**config.mk**
```make
export PLATFORM = sky130hd
export DESIGN_NAME = serial_disp_arbiter
export DESIGN_NICKNAME = d
export VERILOG_FILES = /design/src/rtl/serial_disp_arbiter.sv
export SDC_FILE = /design/constraint.sdc
export NUM_CORES = 1
export LEC_CHECK = 0
export ABC_AREA = 1
export BUFFER_PORTS_ARGS = -buffer_cell sky130_fd_sc_hd__buf_2
export CORE_MARGIN = 3
export CORE_UTILIZATION = 44
export DETAILED_ROUTE_END_ITERATION = 10
export GPL_TIMING_DRIVEN = 1
export SETUP_SLACK_MARGIN = 0.05
export SLEW_MARGIN = 20
export SYNTH_ARGS = -nofsm -noshare
export SYNTH_HDL_FRONTEND = slang
export SYNTH_SLANG_ARGS = --single-unit
```
**constraint.sdc**
```tcl
create_clock -name clk -period 2.3 [get_ports clk]
set_clock_uncertainty 0.05 [all_clocks]
set_input_delay 0.115 -clock clk [delete_from_list [all_inputs] [get_ports clk]]
set_output_delay 0.115 -clock clk [all_outputs]
set_load 0.01 [all_outputs]
```
**src/rtl/serial_disp_arbiter.sv**
```systemverilog
// Arbitrates one shared serial shift chain between a 16-bit LED word and a 64-bit 7-segment word.
// Ports: clk, rst (sync, active high); led_we/led_in, seg_we/seg_in write strobes;
// sclk, sdat, led_pen, seg_pen, busy, grant are registered outputs.
module serial_disp_arbiter #(
  parameter int unsigned CLK_DIV        = 2,
  parameter int unsigned REFRESH_CYCLES = 0
) (
  input  logic        clk,
  input  logic        rst,
  input  logic        led_we,
  input  logic [15:0] led_in,
  input  logic        seg_we,
  input  logic [63:0] seg_in,
  output logic        sclk,
  output logic        sdat,
  output logic        led_pen,
  output logic        seg_pen,
  output logic        busy,
  output logic [1:0]  grant
);

  typedef enum logic [2:0] {
    IDLE, LOAD, SHIFT_LO, SHIFT_HI, LATCH
  } state_e;

  localparam logic [7:0]  DIV_M1 = 8'(CLK_DIV - 1);
  localparam logic [31:0] REF_M1 =
    (REFRESH_CYCLES > 0) ? 32'(REFRESH_CYCLES - 1) : 32'd0;

  state_e      state_q, state_d;
  logic [15:0] led_sh_q, led_sh_d;
  logic [63:0] seg_sh_q, seg_sh_d;
  logic [1:0]  pend_q, pend_d;
  logic        last_q, last_d;
  logic        sel_q, sel_d;
  logic [63:0] sh_q, sh_d;
  logic [6:0]  cnt_q, cnt_d;
  logic [7:0]  div_q, div_d;
  logic [31:0] ref_q, ref_d;

  logic        sclk_q, sclk_d;
  logic        sdat_q, sdat_d;
  logic        lpen_q, lpen_d;
  logic        spen_q, spen_d;
  logic        busy_q, busy_d;
  logic [1:0]  grant_q, grant_d;

  logic        phase_end;
  logic        ref_hit;
  logic [1:0]  pend_eff;
  logic [1:0]  clr;

  // state and output registers
  always_ff @(posedge clk) begin
    if (rst) begin
      state_q  <= IDLE;
      led_sh_q <= '0;
      seg_sh_q <= '0;
      pend_q   <= 2'b11;
      last_q   <= 1'b0;
      sel_q    <= 1'b0;
      sh_q     <= '0;
      cnt_q    <= '0;
      div_q    <= '0;
      ref_q    <= '0;
      sclk_q   <= 1'b0;
      sdat_q   <= 1'b0;
      lpen_q   <= 1'b0;
      spen_q   <= 1'b0;
      busy_q   <= 1'b0;
      grant_q  <= 2'b00;
    end else begin
      state_q  <= state_d;
      led_sh_q <= led_sh_d;
      seg_sh_q <= seg_sh_d;
      pend_q   <= pend_d;
      last_q   <= last_d;
      sel_q    <= sel_d;
      sh_q     <= sh_d;
      cnt_q    <= cnt_d;
      div_q    <= div_d;
      ref_q    <= ref_d;
      sclk_q   <= sclk_d;
      sdat_q   <= sdat_d;
      lpen_q   <= lpen_d;
      spen_q   <= spen_d;
      busy_q   <= busy_d;
      grant_q  <= grant_d;
    end
  end

  // next-state logic; bit 0 = LED, bit 1 = SEG; sel/last: 1 = SEG
  always_comb begin
    phase_end = (div_q == DIV_M1);
    ref_hit   = (REFRESH_CYCLES != 0) && (ref_q == REF_M1);
    // a strobe in the IDLE cycle starts the frame without waiting a cycle
    pend_eff  = pend_q | {seg_we, led_we};
    state_d   = state_q;
    sel_d     = sel_q;
    last_d    = last_q;
    sh_d      = sh_q;
    cnt_d     = cnt_q;
    div_d     = phase_end ? 8'd0 : div_q + 8'd1;
    clr       = 2'b00;
    unique case (state_q)
      IDLE: begin
        div_d = 8'd0;
        if (|pend_eff) begin
          state_d = LOAD;
          if (pend_eff == 2'b11) sel_d = ~last_q;
          else                   sel_d = pend_eff[1];
        end
      end
      LOAD: begin
        div_d   = 8'd0;
        sh_d    = sel_q ? seg_sh_q : {led_sh_q, 48'h0};
        cnt_d   = sel_q ? 7'd64 : 7'd16;
        clr     = sel_q ? 2'b10 : 2'b01;
        last_d  = sel_q;
        state_d = SHIFT_LO;
      end
      SHIFT_LO: begin
        if (phase_end) state_d = SHIFT_HI;
      end
      SHIFT_HI: begin
        if (phase_end) begin
          sh_d    = {sh_q[62:0], 1'b0};
          cnt_d   = cnt_q - 7'd1;
          state_d = (cnt_q == 7'd1) ? LATCH : SHIFT_LO;
        end
      end
      LATCH: begin
        if (phase_end) state_d = IDLE;
      end
      default: state_d = IDLE;
    endcase
    // set wins over the LOAD-cycle clear so a colliding write is re-sent
    pend_d   = (pend_q & ~clr) | {seg_we, led_we} | {2{ref_hit}};
    led_sh_d = led_we ? led_in : led_sh_q;
    seg_sh_d = seg_we ? seg_in : seg_sh_q;
    ref_d    = (REFRESH_CYCLES == 0 || ref_hit) ? 32'd0 : ref_q + 32'd1;
  end

  // outputs are decoded from the next state so they line up with state_q
  always_comb begin
    sclk_d  = (state_d == SHIFT_HI);
    sdat_d  = (state_d == SHIFT_LO || state_d == SHIFT_HI) ? sh_d[63] : 1'b0;
    busy_d  = (state_d != IDLE);
    grant_d = busy_d ? (sel_d ? 2'b10 : 2'b01) : 2'b00;
    lpen_d  = (state_d == LATCH) && !sel_d;
    spen_d  = (state_d == LATCH) && sel_d;
  end

  assign sclk    = sclk_q;
  assign sdat    = sdat_q;
  assign led_pen = lpen_q;
  assign seg_pen = spen_q;
  assign busy    = busy_q;
  assign grant   = grant_q;

endmodule

```
======== Word level (Yosys, flattened, before mapping) ========
Index checks and enable logic that the tools add are counted.
operators by class
  add/subtract/negate cells ............... 2
  equal/unequal tests ..................... 11
  multiplexer cells ....................... 18
  bitwise operators ....................... 7
  reductions and logical operators ........ 12
operators with widths
  kind                                                                    count
  64-bit two-way mux                                                      2
  64-bit case mux with 2 select lines                                     1
  3-bit two-way mux                                                       5
  3-bit case mux with 5 select lines                                      1
  7-bit two-way mux                                                       2
  7-bit case mux with 2 select lines                                      1
  3-bit by 2-bit equality test with 1-bit output (second input constant)  4
  8-bit by 1-bit adder with 8-bit output (second input constant)          1
  8-bit by 1-bit equality test with 1-bit output (second input constant)  1
  7-bit by 1-bit equality test with 1-bit output (second input constant)  1
  7-bit by 1-bit subtractor with 7-bit output (second input constant)     1
  3-bit equality test (second input constant)                             2
  2-bit two-way mux                                                       3
  2-bit OR reduction                                                      3
  2-bit OR                                                                2
  4-bit OR reduction                                                      1
  3-bit by 1-bit equality test with 1-bit output (second input constant)  1
  3-bit logical NOT                                                       1
  1-bit two-way mux                                                       3
  1-bit NOT                                                               3
  3-bit nonzero test                                                      1
  2-bit AND                                                               1
  2-bit equality test (second input constant)                             1
  1-bit logical AND                                                       2
  other kinds (6)                                                         6
storage, ports and cells
  bits in registers ....................... 173
  input port bits ......................... 84
  output and inout port bits .............. 7
  logic and storage cells ................. 66

======== Longest topological paths before layout ========
Gate-level depths: netlist (run 1).
  word-level depth ........................ 8
  mapped depth ............................ 12
  depth with buffers taken out ............ 11

======== Worst setup path after synthesis (run 1) ========
Ideal clock, no wire load.
  kind .................................... register to register
  start ................................... register div_q[0]
  end ..................................... register cnt_q[0]
  setup time .............................. 0.117 ns
  data arrival time ....................... 1.427 ns
  required time ........................... 2.133 ns
  path slack .............................. 0.706 ns
  stages on the path, launching flop included .. 11
  path buffers ............................ 2
  period minus slack after synthesis ...... 1.594 ns
  path through ............................ dfxtp_1 -> ha_1 -> nand3_2 -> nor2_8 -> nand2_4 -> nand2_8 -> inv_4 -> buf_8 -> buf_12 -> a21oi_2 -> nor2_1
between the ends
  cells in the longest elaborated chain, start to end .. 3
ends and longest elaborated chain
  item                                            line  RTL
  from (decl)                                     38    logic [7:0] div_q, div_d;
  from (signal assigned)                          81    div_q <= div_d;
  8-bit by 1-bit equality test with 1-bit output  94    phase_end = (div_q == DIV_M1);
  2-bit inequality test (no line)                 -
  2-bit AND reduction (no line)                   -
  to (signal assigned)                            80    cnt_q <= cnt_d;
  to (decl)                                       37    logic [6:0] cnt_q, cnt_d;
Every way passes these cells.
A chain may end at the register's enable or synchronous reset.

======== Worst setup path in the final report (run 1) ========
  start ................................... register state_q[2]
  end ..................................... register cnt_q[3]
between the ends
  cells in the longest elaborated chain, start to end .. 3
  elaborated cells on any way between the ends .. 6
  those cells by class .................... eq/ne (3); mux (1); reduce/logical (2)
ends and longest elaborated chain
  item                                                                                                                     line  RTL
  from (decl)                                                                                                              30    state_e state_q, state_d;
  from (signal assigned)                                                                                                   73    state_q <= state_d;
  3-bit by 2-bit equality test with 1-bit output / 3-bit by 1-bit equality test with 1-bit output (equally long branches)  105   unique case (state_q)
  2-bit inequality test (no line) / 2-bit nonzero test (equally long branches)                                             -
  2-bit AND reduction (no line)                                                                                            -
Parallel ways exist; a longest one is shown, timed or not.

==> flow_summary.yaml, run 1 <==
timing:
  setup_viol: 0
  layout_min_cycle_time_ps: 1950
  worst_slew_pin_slew_ps: 670
  slew_headroom: 0.554
  fmax_mhz: 513
  rsz0062_at_grt: "no"
  finalHoldViolCount: 0
  drv_slew: 0
  setup_ws_ps: 349
  tns_ps: 0
  fin_crit_sh: 0.848
logic_synthesis:
  syn_inst: 956
  syn_nets: 1044
  synth_top_area_cell: "dfxtp_1"
  synth_edf_count: 0
  synth_area_leaders: "dfxtp_1 (49%), nor2_1 (12%), nand2_1 (9.9%), o21ai_0 (7.7%), a21oi_1 (5.6%)"
  yosys.cell_types.count: 32
  avgSynthCellArea_sq_um: 7.34
  synthArstFlopShare: 0
  synth_top_cell_area_share: 0.494
  yosys.cell_count.top_type: "nor2_1"
  ys_seq_elements: 173
  ys_seq_area_frac: 0.494
  yosys_warnings: 0
  synthTopCellsByCount: "nor2_1 (223), nand2_1 (185), dfxtp_1 (173)"
  synthFlopType: "dfxtp_1"
  syn_area_sq_um: 7010
critical_path:
  crit_cells: 8
  cp_max_fo: 59
  reg2reg_depth: 8
  cp_common_cell: "inv_2"
  crit_chain: "inv_2, nand3_2, inv_2, nand2_4, nand2_8, inv_4, nand2_1, a21oi_1"
  max_stage_delay_ps: 480
  path_buf_inv: 3
  crit_type: "reg2reg"
  end_kind: "flip-flop"
  critPathLaunchType: "flip-flop"
  cp_data_arrival_time_ps: 2240
  crit_family: "buffers and inverters"
  cpMaxStageDelayCell: "inv_4"
  required_ps: 2590
global_route:
  grt_max_degree: 60
  grt.overflow.total: 0
  grt_use_total: 0.194
  grt_pass1_vias: 6008
  grt_pass1_wl_um: 28300
  grt_antenna_before_repair: 0
placement:
  gp_congestion: 0.840
  port_buffers: 90
  dp_slack_ps: 390
  place_hpwl_um: 9930
pwr:
  ir_worst_vdd_v: 0.000621
  powerDensity_nw_per_um2: 755
  p_leak_nw: 3.91
finish:
  nets: 1192
  diodes: 0
  syn_to_final_growth_pct: 26.7
  layout-drive-gt1-share: 0.148
clock_network:
  cts_resized: 0
  clk_path_buf_depth: 2
  clock_latency_ps: 420
  cts_tree: "yes"
  cts_sinks: 173
  cts_buffers: 17
  cts-root-buf: "clkbuf_16"
  clk_pin_slew_worst_paths_ps: 60
  htreeDepth: 4
floorplan:
  die_w_um: 132
  core_sq_um: 15400
  start_util: 0.456
  die-area_sq_um: 17500
  rows: 45
  die_h_um: 132
  io_pins: 91
worst_hold_path:
  hold_depth: 3
  min-delay-path-class: "in2reg"
drt:
  vias: 6350
  first_pass_iters: 4
  ant_nets: 0
  vias_per_cell: 4.79
  drtIter0Drc: 362
  wl_per_cell_um: 12.4
  wl_um: 16400
  drc_errors: 0
status:
  status: "complete, no violations"
job:
  drv_cap: 0
registers in the layout (all words and copies together), names as in the netlist:
name and cells:
cnt_q 7, seg_pen 1, last_q 1, sel_q 1
sclk 1, busy 1, led_pen 1, div_q 8
led_sh_q 16, pend_q 2, sdat 1, seg_sh_q 64
sh_q 64, grant 2, state_q 3
cell usage in the layout (no fill, tap or decap), types with 3 or more instances in the layout:
cell and n:
nor2_1 222, inv_1 43, nand2_1 185, dfxtp_1 173, inv_2 6, clkinv_2 5
buf_4 13, nor2_4 3, clkbuf_1 5, a21oi_2 10, clkbuf_16 17, nand3_1 35
nand2_2 8, dlygate4sd3_1 80, o21ai_1 4, a21oi_1 78, nand4_1 4, buf_2 90
ha_1 4, o21ai_0 108
metal layers:
layer | routed length [um] | GRT usage | part of all wire
met5 | 0 | 0 | 0
met4 | 160 | 0.0548 | 0.0097
met3 | 481 | 0.0508 | 0.029
met2 | 7520 | 0.306 | 0.46
met1 | 8280 | 0.263 | 0.50
worst register-to-register path, cell delays in order, from the launching register on:
cell and delay (ps):
dfxtp_1 440, inv_2 70, nand3_2 140, inv_2 160, nand2_4 130, nand2_8 50
inv_4 480, nand2_1 160, a21oi_1 200
final cells by class:
cell class	count	area (sq um)
repair buffers	185	1390
inverters	51	194
multi-input cells	676	3060
fillers	1450	6490
clock buffers	22	444
well taps	211	264
clock inverters	8	71.3
flip-flops and latches	173	3460
where the power goes:
group | total, W | internal (W) | switching [W]
clock network | 0.00260 | 0.00147 | 0.00113
registers | 0.00327 | 0.00318 | 0.0000956
logic | 0.000830 | 0.000342 | 0.000488
metrics by stage:
step	instances	cell area, sq um	util	hold WS, ps	power (W)
floorplan	956	7010	-	200	0.00385
global placement	1216	7570	0.492	285	0.00405
detailed placement	1216	7570	0.492	289	0.00406
CTS	1326	8880	0.578	83.1	0.00676
finish	1326	8880	0.578	109	0.00670
global route	1326	8880	0.578	113	0.00704
logic make-up after synthesis:
group                      synth area share
adders and majority gates           0.00714
buffers and inverters                0.0710
DFF                                   0.494
and+or+nand+nor                       0.274
AOI/OAI and AO/OA                     0.151
xor gates and xnor gates            0.00250
what timing repair did:
item | in CTS | in global routing
hold endpoints to repair | 80 | 0
hold buffers | 80 | 0
buffers inserted | 0 | 0
path summary, 6_finish.rpt:
path	to	slack [ps]	startpoint
setup / recovery	cnt_q[3]	350	state_q[2]
setup reg to reg	cnt_q[3]	350	state_q[2]
hold / removal	pend_q[0]	110	rst
hold reg to reg	seg_sh_q[3]	410	seg_sh_q[3]
No activity file was read; power rests on OpenSTA's default activity.
==> run 2, diff against run 1 <==
--- a/config.mk
+++ b/config.mk
@@ -11,6 +11,7 @@
 export CORE_UTILIZATION = 44
 export DETAILED_ROUTE_END_ITERATION = 10
 export GPL_TIMING_DRIVEN = 1
+export PLACE_DENSITY = 0.66
 export SETUP_SLACK_MARGIN = 0.05
 export SLEW_MARGIN = 20
 export SYNTH_ARGS = -nofsm -noshare
==> constraint.sdc (replaced) <==
create_clock -name clk -period 1.6 [get_ports clk]
set_clock_uncertainty 0.05 [all_clocks]
set_input_delay 0.08 -clock clk [delete_from_list [all_inputs] [get_ports clk]]
set_output_delay 0.08 -clock clk [all_outputs]
set_load 0.01 [all_outputs]
==> run 2 against run 1 <==
Compared with the run above: worst hold slack worse by 26 ps; sequential share of layout area is 5.5 points lower; die area stayed put; critical endpoint is now sh_q[22]; utilization is 9.6 points higher; clock power is 68% higher; sequential power is 44% higher; first-iteration DRC count is 27% higher; total power is 60% higher; largest power group unchanged; via count is 9.4% higher; the run now ends with setup timing left; largest cell class is now multi-input gates; cell count is 4.6% higher; fmax is 14% higher; combinational power is 100% higher.
==> flow_summary.yaml, run 2 (synthesis gave the netlist of run 1 again) <==
critical_path:
  reg2reg_depth: 13
  cp-startpoint: "div_q[1]"
  r2r-start: "div_q[1]"
  reg2reg_slack_ps: -110
  r2r_end: "sh_q[22]"
  critPathLaunchType: "flip-flop"
  end_kind: "flip-flop"
  cp_data_arrival_time_ps: 1950
  crit_type: "reg2reg"
  crit_path_end: "sh_q[22]"
  required_ps: 1840
  cp_max_fo: 6
timing:
  finalHoldViolCount: 0
  setup_viol: 15
  rsz0062_at_grt: "yes"
  setup_ws_ps: -106
  drv_slew: 0
  slew_headroom: 0.636
  fin_crit_sh: 1.07
  worst_slew_pin_slew_ps: 546
  layout_min_cycle_time_ps: 1710
  hold_ws_ps: 82.7
  fmax_mhz: 586
drt:
  wl_per_cell_um: 14.3
  first_pass_iters: 5
  drc_errors: 0
  wl_um: 19800
  vias_per_cell: 5.01
  vias: 6950
  ant_nets: 0
  drtIter0Drc: 458
worst_hold_path:
  min-delay-path-class: "in2reg"
  hold_depth: 4
floorplan:
  die-area_sq_um: 17500
  core_sq_um: 15400
  rows: 45
  die_h_um: 132
  start_util: 0.456
  die_w_um: 132
  io_pins: 91
clock_network:
  clk_pin_slew_worst_paths_ps: 70
  cts_sinks: 173
  clock_latency_ps: 430
  clk_path_buf_depth: 2
  htreeDepth: 4
  cts-root-buf: "clkbuf_16"
  cts_tree: "yes"
  cts_buffers: 17
status:
  status: "complete, but fails checks"
  violations: "setup timing"
job:
  drv_cap: 0
finish:
  layout-drive-gt1-share: 0.302
  final_common_cell: "nor2_1"
  diodes: 0
  largestRegisters: "seg_sh_q x64, sh_q x64, led_sh_q x16"
  finish.utilization: 0.674
  nets: 1252
  syn_to_final_growth_pct: 47.7
  layout_common_cells: "nor2_1 (219), dfxtp_1 (168), nand2_1 (133)"
placement:
  place_hpwl_um: 10600
  gp_congestion: 0.823
  dp_slack_ps: -54.5
  port_buffers: 90
pwr:
  ir_worst_vdd_v: 0.000819
  powerDensity_nw_per_um2: 1040
  p_leak_nw: 4.77
global_route:
  grt_antenna_before_repair: 0
  grt_max_degree: 55
  grt_use_total: 0.218
  grt_pass1_wl_um: 31700
  grt_pass1_vias: 6866
  grt.overflow.total: 0
run 2: changes by cell type in the layout (fill, tap and decap cells not counted), moves of 10 or more:
cell | before | now
nand2_2 | 8 | 41
a21oi_1 | 78 | 31
buf_6 | 0 | 10
nand3_1 | 35 | 24
nand2_4 | 2 | 21
buf_4 | 13 | 39
nand2_1 | 185 | 133
o21ai_0 | 108 | 94
a21oi_2 | 10 | 53
run 2: timing repair:
action,CTS,global route
hold buffers,84,0
resized for setup,55,138
endpoints found under the setup margin,66,79
setup buffers,13,8
cloned,6,5
pin swaps,8,25
endpoints found under the hold margin,80,0
run 2: report_power, final:
group	switching, W	internal [W]
sequential	0.000153	0.00457
combinational	0.000894	0.000781
clock	0.00183	0.00253
run 2: critical path: stages, from the launching register on:
cell and delay, ps:
dfxtp_2 340, inv_2 40, ha_4 160, nand2_4 60
nor2_4 40, nand2_2 80, nor2_4 50, buf_6 120
buf_12 130, buf_16 150, nand2_2 60, nand2_1 60
a21oi_1 150, nor2_1 70
run 2: worst min path at each step:
stage / startpoint / end / slack, ps
finish: rst / div_q[0] / 80
global route: rst / cnt_q[4] / 80
CTS: rst / cnt_q[2] / 70
detailed placement: seg_in[50] / seg_sh_q[50] / 260
global placement: seg_in[58] / seg_sh_q[58] / 250
floorplan: led_in[15] / led_sh_q[15] / 160
run 2: final cells by class:
type                       count  area [sq um]
clock buffer                  18           439
tap                          211           264
timing repair buffer         245          2190
inverter                      51           199
multi-input combinational    676          3620
fill                        1213          5020
clock inverter                13           180
sequential                   173          3470
run 2: stage by stage:
stage	instance area [sq um]	TNS (ps)	power, W	std cells
floorplan	7020	0	0.00554	956
global placement	7840	-0.855	0.00595	1242
detailed placement	7840	-647	0.00597	1242
CTS	9740	0	0.0106	1375
global route	10400	-5280	0.0112	1387
finish	10400	-354	0.0108	1387
run 2: routing by layer:
metal  vias to the layer above  share of wire  global-route usage
met5                         -              0                   0
met4                         0          0.030              0.0797
met3                        56          0.038              0.0511
met2                       174           0.48               0.361
met1                      3238           0.45               0.281
li1                       3482              -                   -
